## config.mk

```make
export PLATFORM = sky130hd
export DESIGN_NAME = stall_controller
export DESIGN_NICKNAME = d
export VERILOG_FILES = /design/src/rtl/stall_controller.sv
export SDC_FILE = /design/constraint.sdc
export NUM_CORES = 1
export LEC_CHECK = 0
export CAP_MARGIN = 40
export CORE_ASPECT_RATIO = 1.25
export CORE_MARGIN = 3
export CORE_UTILIZATION = 35
export DETAILED_ROUTE_END_ITERATION = 12
export PLACE_DENSITY = 0.86
export SYNTH_ARGS = -nofsm -noshare
export SYNTH_HDL_FRONTEND = slang
export SYNTH_SLANG_ARGS = --single-unit
```

## constraint.sdc

```tcl
create_clock -name clk -period 2.1 [get_ports clk]
set_input_delay 0.63 -clock clk [delete_from_list [all_inputs] [get_ports clk]]
set_output_delay 0.63 -clock clk [all_outputs]
set_load 0.1 [all_outputs]
```

## src/rtl/stall_controller.sv

```systemverilog
// stall_controller: pipeline stall sequencer for the no-forwarding MIPS-lite core.
//
// Holds PC and IF/ID and injects NOPs into ID/EX for the number of bubbles requested
// by the RAW-hazard detector. Branch flush and HALT take priority over a stall.
// Stall outputs are Mealy in idle, so a hazard seen in cycle N stalls cycle N.
//
// Ports:
//   clk          core clock, all state updates on the rising edge
//   rst          synchronous active-high reset
//   hazard       RAW hazard on the instruction in ID
//   count        bubbles requested for that hazard (0 is treated as 1)
//   id_valid     ID holds a real instruction; hazard ignored when low
//   flush        EX redirect, kills the ID instruction
//   halt         HALT has reached WB
//   pc_we        PC write enable
//   ifid_we      IF/ID write enable
//   idex_bubble  load a NOP into ID/EX
//   stall        hazard stall in effect this cycle
//   halted       core frozen by HALT
//   stall_cycles hazard bubble cycles since reset
//
// Build option: define STALL_STATS_EN to build the saturating stall_cycles counter;
// without it stall_cycles is tied to zero.

module stall_controller #(
    parameter int unsigned MAX_STALL   = 2,
    parameter int unsigned STALL_CNT_W = 32
) (
    input  logic                   clk,
    input  logic                   rst,
    input  logic                   hazard,
    input  logic [1:0]             count,
    input  logic                   id_valid,
    input  logic                   flush,
    input  logic                   halt,
    output logic                   pc_we,
    output logic                   ifid_we,
    output logic                   idex_bubble,
    output logic                   stall,
    output logic                   halted,
    output logic [STALL_CNT_W-1:0] stall_cycles
);

    typedef enum logic [1:0] {StIdle, StStall, StHalted} state_e;

    localparam logic [1:0] MaxEff = 2'(MAX_STALL);

    state_e     state_q, state_d;
    logic [1:0] remain_q, remain_d;
    logic [1:0] eff;

    always_comb begin
        if (count == 2'd0) begin
            eff = 2'd1;
        end else if (count > MaxEff) begin
            eff = MaxEff;
        end else begin
            eff = count;
        end
    end

    always_comb begin
        state_d     = state_q;
        remain_d    = remain_q;
        pc_we       = 1'b1;
        ifid_we     = 1'b1;
        idex_bubble = 1'b0;
        stall       = 1'b0;
        halted      = 1'b0;
        if (rst) begin
            pc_we       = 1'b0;
            ifid_we     = 1'b0;
            idex_bubble = 1'b1;
        end else begin
            case (state_q)
                StIdle: begin
                    if (halt) begin
                        pc_we       = 1'b0;
                        ifid_we     = 1'b0;
                        idex_bubble = 1'b1;
                        halted      = 1'b1;
                        state_d     = StHalted;
                    end else if (flush) begin
                        // Flush overrides any hazard; no bubble count is loaded.
                        idex_bubble = 1'b1;
                    end else if (id_valid && hazard) begin
                        pc_we       = 1'b0;
                        ifid_we     = 1'b0;
                        idex_bubble = 1'b1;
                        stall       = 1'b1;
                        remain_d    = eff - 2'd1;
                        if (eff != 2'd1) begin
                            state_d = StStall;
                        end
                    end
                end
                StStall: begin
                    if (halt) begin
                        pc_we       = 1'b0;
                        ifid_we     = 1'b0;
                        idex_bubble = 1'b1;
                        halted      = 1'b1;
                        state_d     = StHalted;
                    end else if (flush) begin
                        idex_bubble = 1'b1;
                        remain_d    = 2'd0;
                        state_d     = StIdle;
                    end else begin
                        // hazard/count are not re-sampled while the stall drains.
                        pc_we       = 1'b0;
                        ifid_we     = 1'b0;
                        idex_bubble = 1'b1;
                        stall       = 1'b1;
                        remain_d    = remain_q - 2'd1;
                        if (remain_q <= 2'd1) begin
                            remain_d = 2'd0;
                            state_d  = StIdle;
                        end
                    end
                end
                StHalted: begin
                    pc_we       = 1'b0;
                    ifid_we     = 1'b0;
                    idex_bubble = 1'b1;
                    halted      = 1'b1;
                end
                default: begin
                    state_d  = StIdle;
                    remain_d = 2'd0;
                end
            endcase
        end
    end

    always_ff @(posedge clk) begin
        if (rst) begin
            state_q  <= StIdle;
            remain_q <= 2'd0;
        end else begin
            state_q  <= state_d;
            remain_q <= remain_d;
        end
    end

`ifdef STALL_STATS_EN
    logic [STALL_CNT_W-1:0] stall_cnt_q;

    // Saturating count of cycles with stall asserted.
    always_ff @(posedge clk) begin
        if (rst) begin
            stall_cnt_q <= '0;
        end else if (stall && (stall_cnt_q != '1)) begin
            stall_cnt_q <= stall_cnt_q + 1'b1;
        end
    end

    assign stall_cycles = rst ? '0 : stall_cnt_q;
`else
    assign stall_cycles = '0;
`endif

endmodule

```

==> impl_metrics.yaml <==
final_layout:
  diodes: 0
  multi_input_area_um2: 525.5
  fillers: 146
  drive_gt1_frac: 0.4386
  area_growth_pct: 50.00
  nNetsFinal: 129
  finalInstanceArea_um2: 1006
  register_area_um2: 85.08
  fin_cells: 133
critical_path:
  path_cells: "inv_4, ha_4, inv_1, a2111oi_4, buf_12"
  crit_arrival_ns: 1.49
  setup.worst_path.start_class: "register"
  reg2reg_depth: 6
  r2r_end: "remain_q[1]"
  r2r-start: "state_q[0]"
  rrSetupSlack_ns: 0.40
  cp-end-kind: "output pin"
  cpMaxStageDelayCell: "a2111oi_4"
  required_ns: 1.47
  worstPathMaxFanout: 3
  critPathKind: "register to output pin"
  slowest_delay_ns: 0.40
power_and_ir_drop:
  power_frac_comb: 0.727
  p_sw_mw: 0.4010
  pwr-share-clk: 0.139
  p_per_area_nw_per_um2: 648.5
  p_leak_nw: 0.4763
  switching_share: 0.6148
  internal_power_mw: 0.2513
  peakVddDrop_uv: 340.8
  seqPwrFrac: 0.133
timing:
  period_share: 1.008
  setup_viol: 1
  post-route-worst-setup-slack_ns: -0.01623
  rsz0062_at_grt: "true"
  finalCriticalPeriod_ns: 2.116
  worst_clock_skew_ns: 0.002086
  hold_viol_final: 0
  fmax_mhz: 472.5
  drv_slew: 0
clock_tree:
  ctsHoldBuffers: 0
  clock-sinks: 4
  htreeDepth: 1
  cts.clk_slew.worst_paths_ns: 0.04
  clk_latency_ns: 0.23
  clock-root-buffer: "clkbuf_4"
  cts_made_buffers: 3
  clockBufferDepth: 2
  cts_tree: "yes"
synth:
  synth_edf_count: 0
  ys_seq_area_frac: 0.1194
  ys_warn_count: 0
  yosys_register_bits: 4
  avgSynthCellArea_um2: 7.984
  synthFlopType: "dfxtp_1"
  ys_async_sr_fraction: 0
  yosysMostFrequentCell: "buf_4"
  synth_common_cells: "buf_4 (33), inv_1 (6), ha_1 (5)"
  synthDistinctLibCells: 31
  synth_top_area_frac: 0.3694
  yosysTopAreaCell: "buf_4"
  synth_area_leaders: "buf_4 (37%), dfxtp_1 (12%), ha_1 (9.3%)"
  netlist_area_um2: 670.6
  postSynthCellCount: 84
detailed_routing:
  drt_iter0_drc: 14
  wl_per_cell_um: 11.98
  routed_wl_um: 1594
  num_vias: 589
  post_drt_via_cell_ratio: 4.429
  first_pass_iters: 4
  route.detailed.drc: 0
  drtAntennaViolNets: 0
global_routing:
  grt_max_degree: 8
  use_met3: 0.02913
  grt_pass1_vias: 564
  antenna_found_initial: 0
  top_usage_layer: "met2"
  met2_usage: 0.2948
  grt_pass1_wl_um: 2622
  met1_usage: 0.1412
  grt_usage: 0.1465
  overflow: 0
floorplan:
  start_util: 0.3753
  rows: 17
  core_um2: 1787
  dieArea_um2: 2481
  num_io_pins: 45
  die_w_um: 45.15
  die_y_um: 54.94
placed_design:
  io_buffers: 11
  gp_congestion: 0.8019
  hpwl_um: 1100
  dpl.cell_count: 120
  place_area_um2: 838.3
run_status:
  violations: "setup timing"
  status: "finished, violations left"
worst_hold_path:
  worst_hold_path.endpoint: "state_q[0]"
  min_path_type: "register to register"
  min_from: "state_q[0]"
  min_path_cells: 2
run:
  drv_cap: 0
cell families after synthesis:
family	synth area share
fa+ha+maj	0.09328
compound gates	0.1288
other cells	0.005592
flops	0.1194
mux	0.06343
buf+inv	0.4160
simple gates	0.1735
worst max-delay path by stage:
stage,startpoint,to,slack (ns)
final,state_q[1],stall,-0.02
after global routing,state_q[1],stall,-0.08
after CTS,id_valid,pc_we,-0.03
after detailed placement,flush,pc_we,-0.46
after global placement,flush,ifid_we,-0.45
after floorplan,rst,pc_we,-0.53
sequential cells by signal (all words and copies together) (netlist names):
name      count
remain_q      2
state_q       2
power by group through the flow:
| stage | sequential [mW] | clock [mW] | combinational, mW |
|---|---|---|---|
| 2_1_floorplan | 0.0862 | 0 | 0.415 |
| 3_3_place_gp | 0.0858 | 0 | 0.431 |
| 3_5_place_dp | 0.0863 | 0 | 0.436 |
| 4_1_cts | 0.0862 | 0.0958 | 0.467 |
| 5_1_grt | 0.0876 | 0.106 | 0.492 |
| 6_report | 0.0870 | 0.0909 | 0.474 |
layout by cell type, fill, tap and decap left out, types with 2 or more instances in the layout:
master	count
buf_8	3
mux2i_1	2
buf_6	2
inv_4	2
a21oi_1	2
conb_1	32
nor2b_1	2
ha_1	3
buf_4	18
inv_1	4
clkbuf_4	3
ha_4	2
nand2_1	2
mux2_2	2
buf_12	5
nand2b_1	4
buf_2	2
dfxtp_1	2
metal layers:
layer	share of wire	vias up
met5	0	-
met3	0.078	0
met4	0	0
met2	0.61	30
li1	-	284
met1	0.31	275
worst max-delay path: cells and delay by family (launching register included):
family	cells	cell delay, ns
flip-flops	1	0.33
adder cells (fa/ha/maj)	1	0.16
AO/OA/AOI/OAI	1	0.40
buffers and inverters	3	0.37
layout make-up:
| class | instances | share of cell area |
|---|---|---|
| multi-input combinational | 70 | 0.5224 |
| timing repair buffer | 31 | 0.3197 |
| sequential | 4 | 0.08458 |
| inverter | 6 | 0.02736 |
| tap | 19 | 0.02363 |
| clock buffer | 3 | 0.02239 |
repair_timing:
action | in CTS | in global routing
pin swaps | 10 | 2
gates resized for setup | 44 | 2
setup endpoints to repair | 8 | 6
setup buffers | 9 | 1
through the flow:
step	setup TNS, ns	total power, mW	utilization	hold slack (ns)	setup WS, ns
3_5_place_dp	-3.019	0.5223	0.4692	0.5335	-0.4609
6_report	-0.01623	0.6523	0.5630	0.5482	-0.01623
5_1_grt	-0.1862	0.6854	0.5630	0.5951	-0.08323
4_1_cts	-0.08082	0.6494	0.5546	0.5390	-0.02729
2_1_floorplan	-1.542	0.5011	-	0.4808	-0.5258
3_3_place_gp	-2.795	0.5172	0.4692	0.5140	-0.4476
Note: power is estimated with default switching activity, not from simulation.
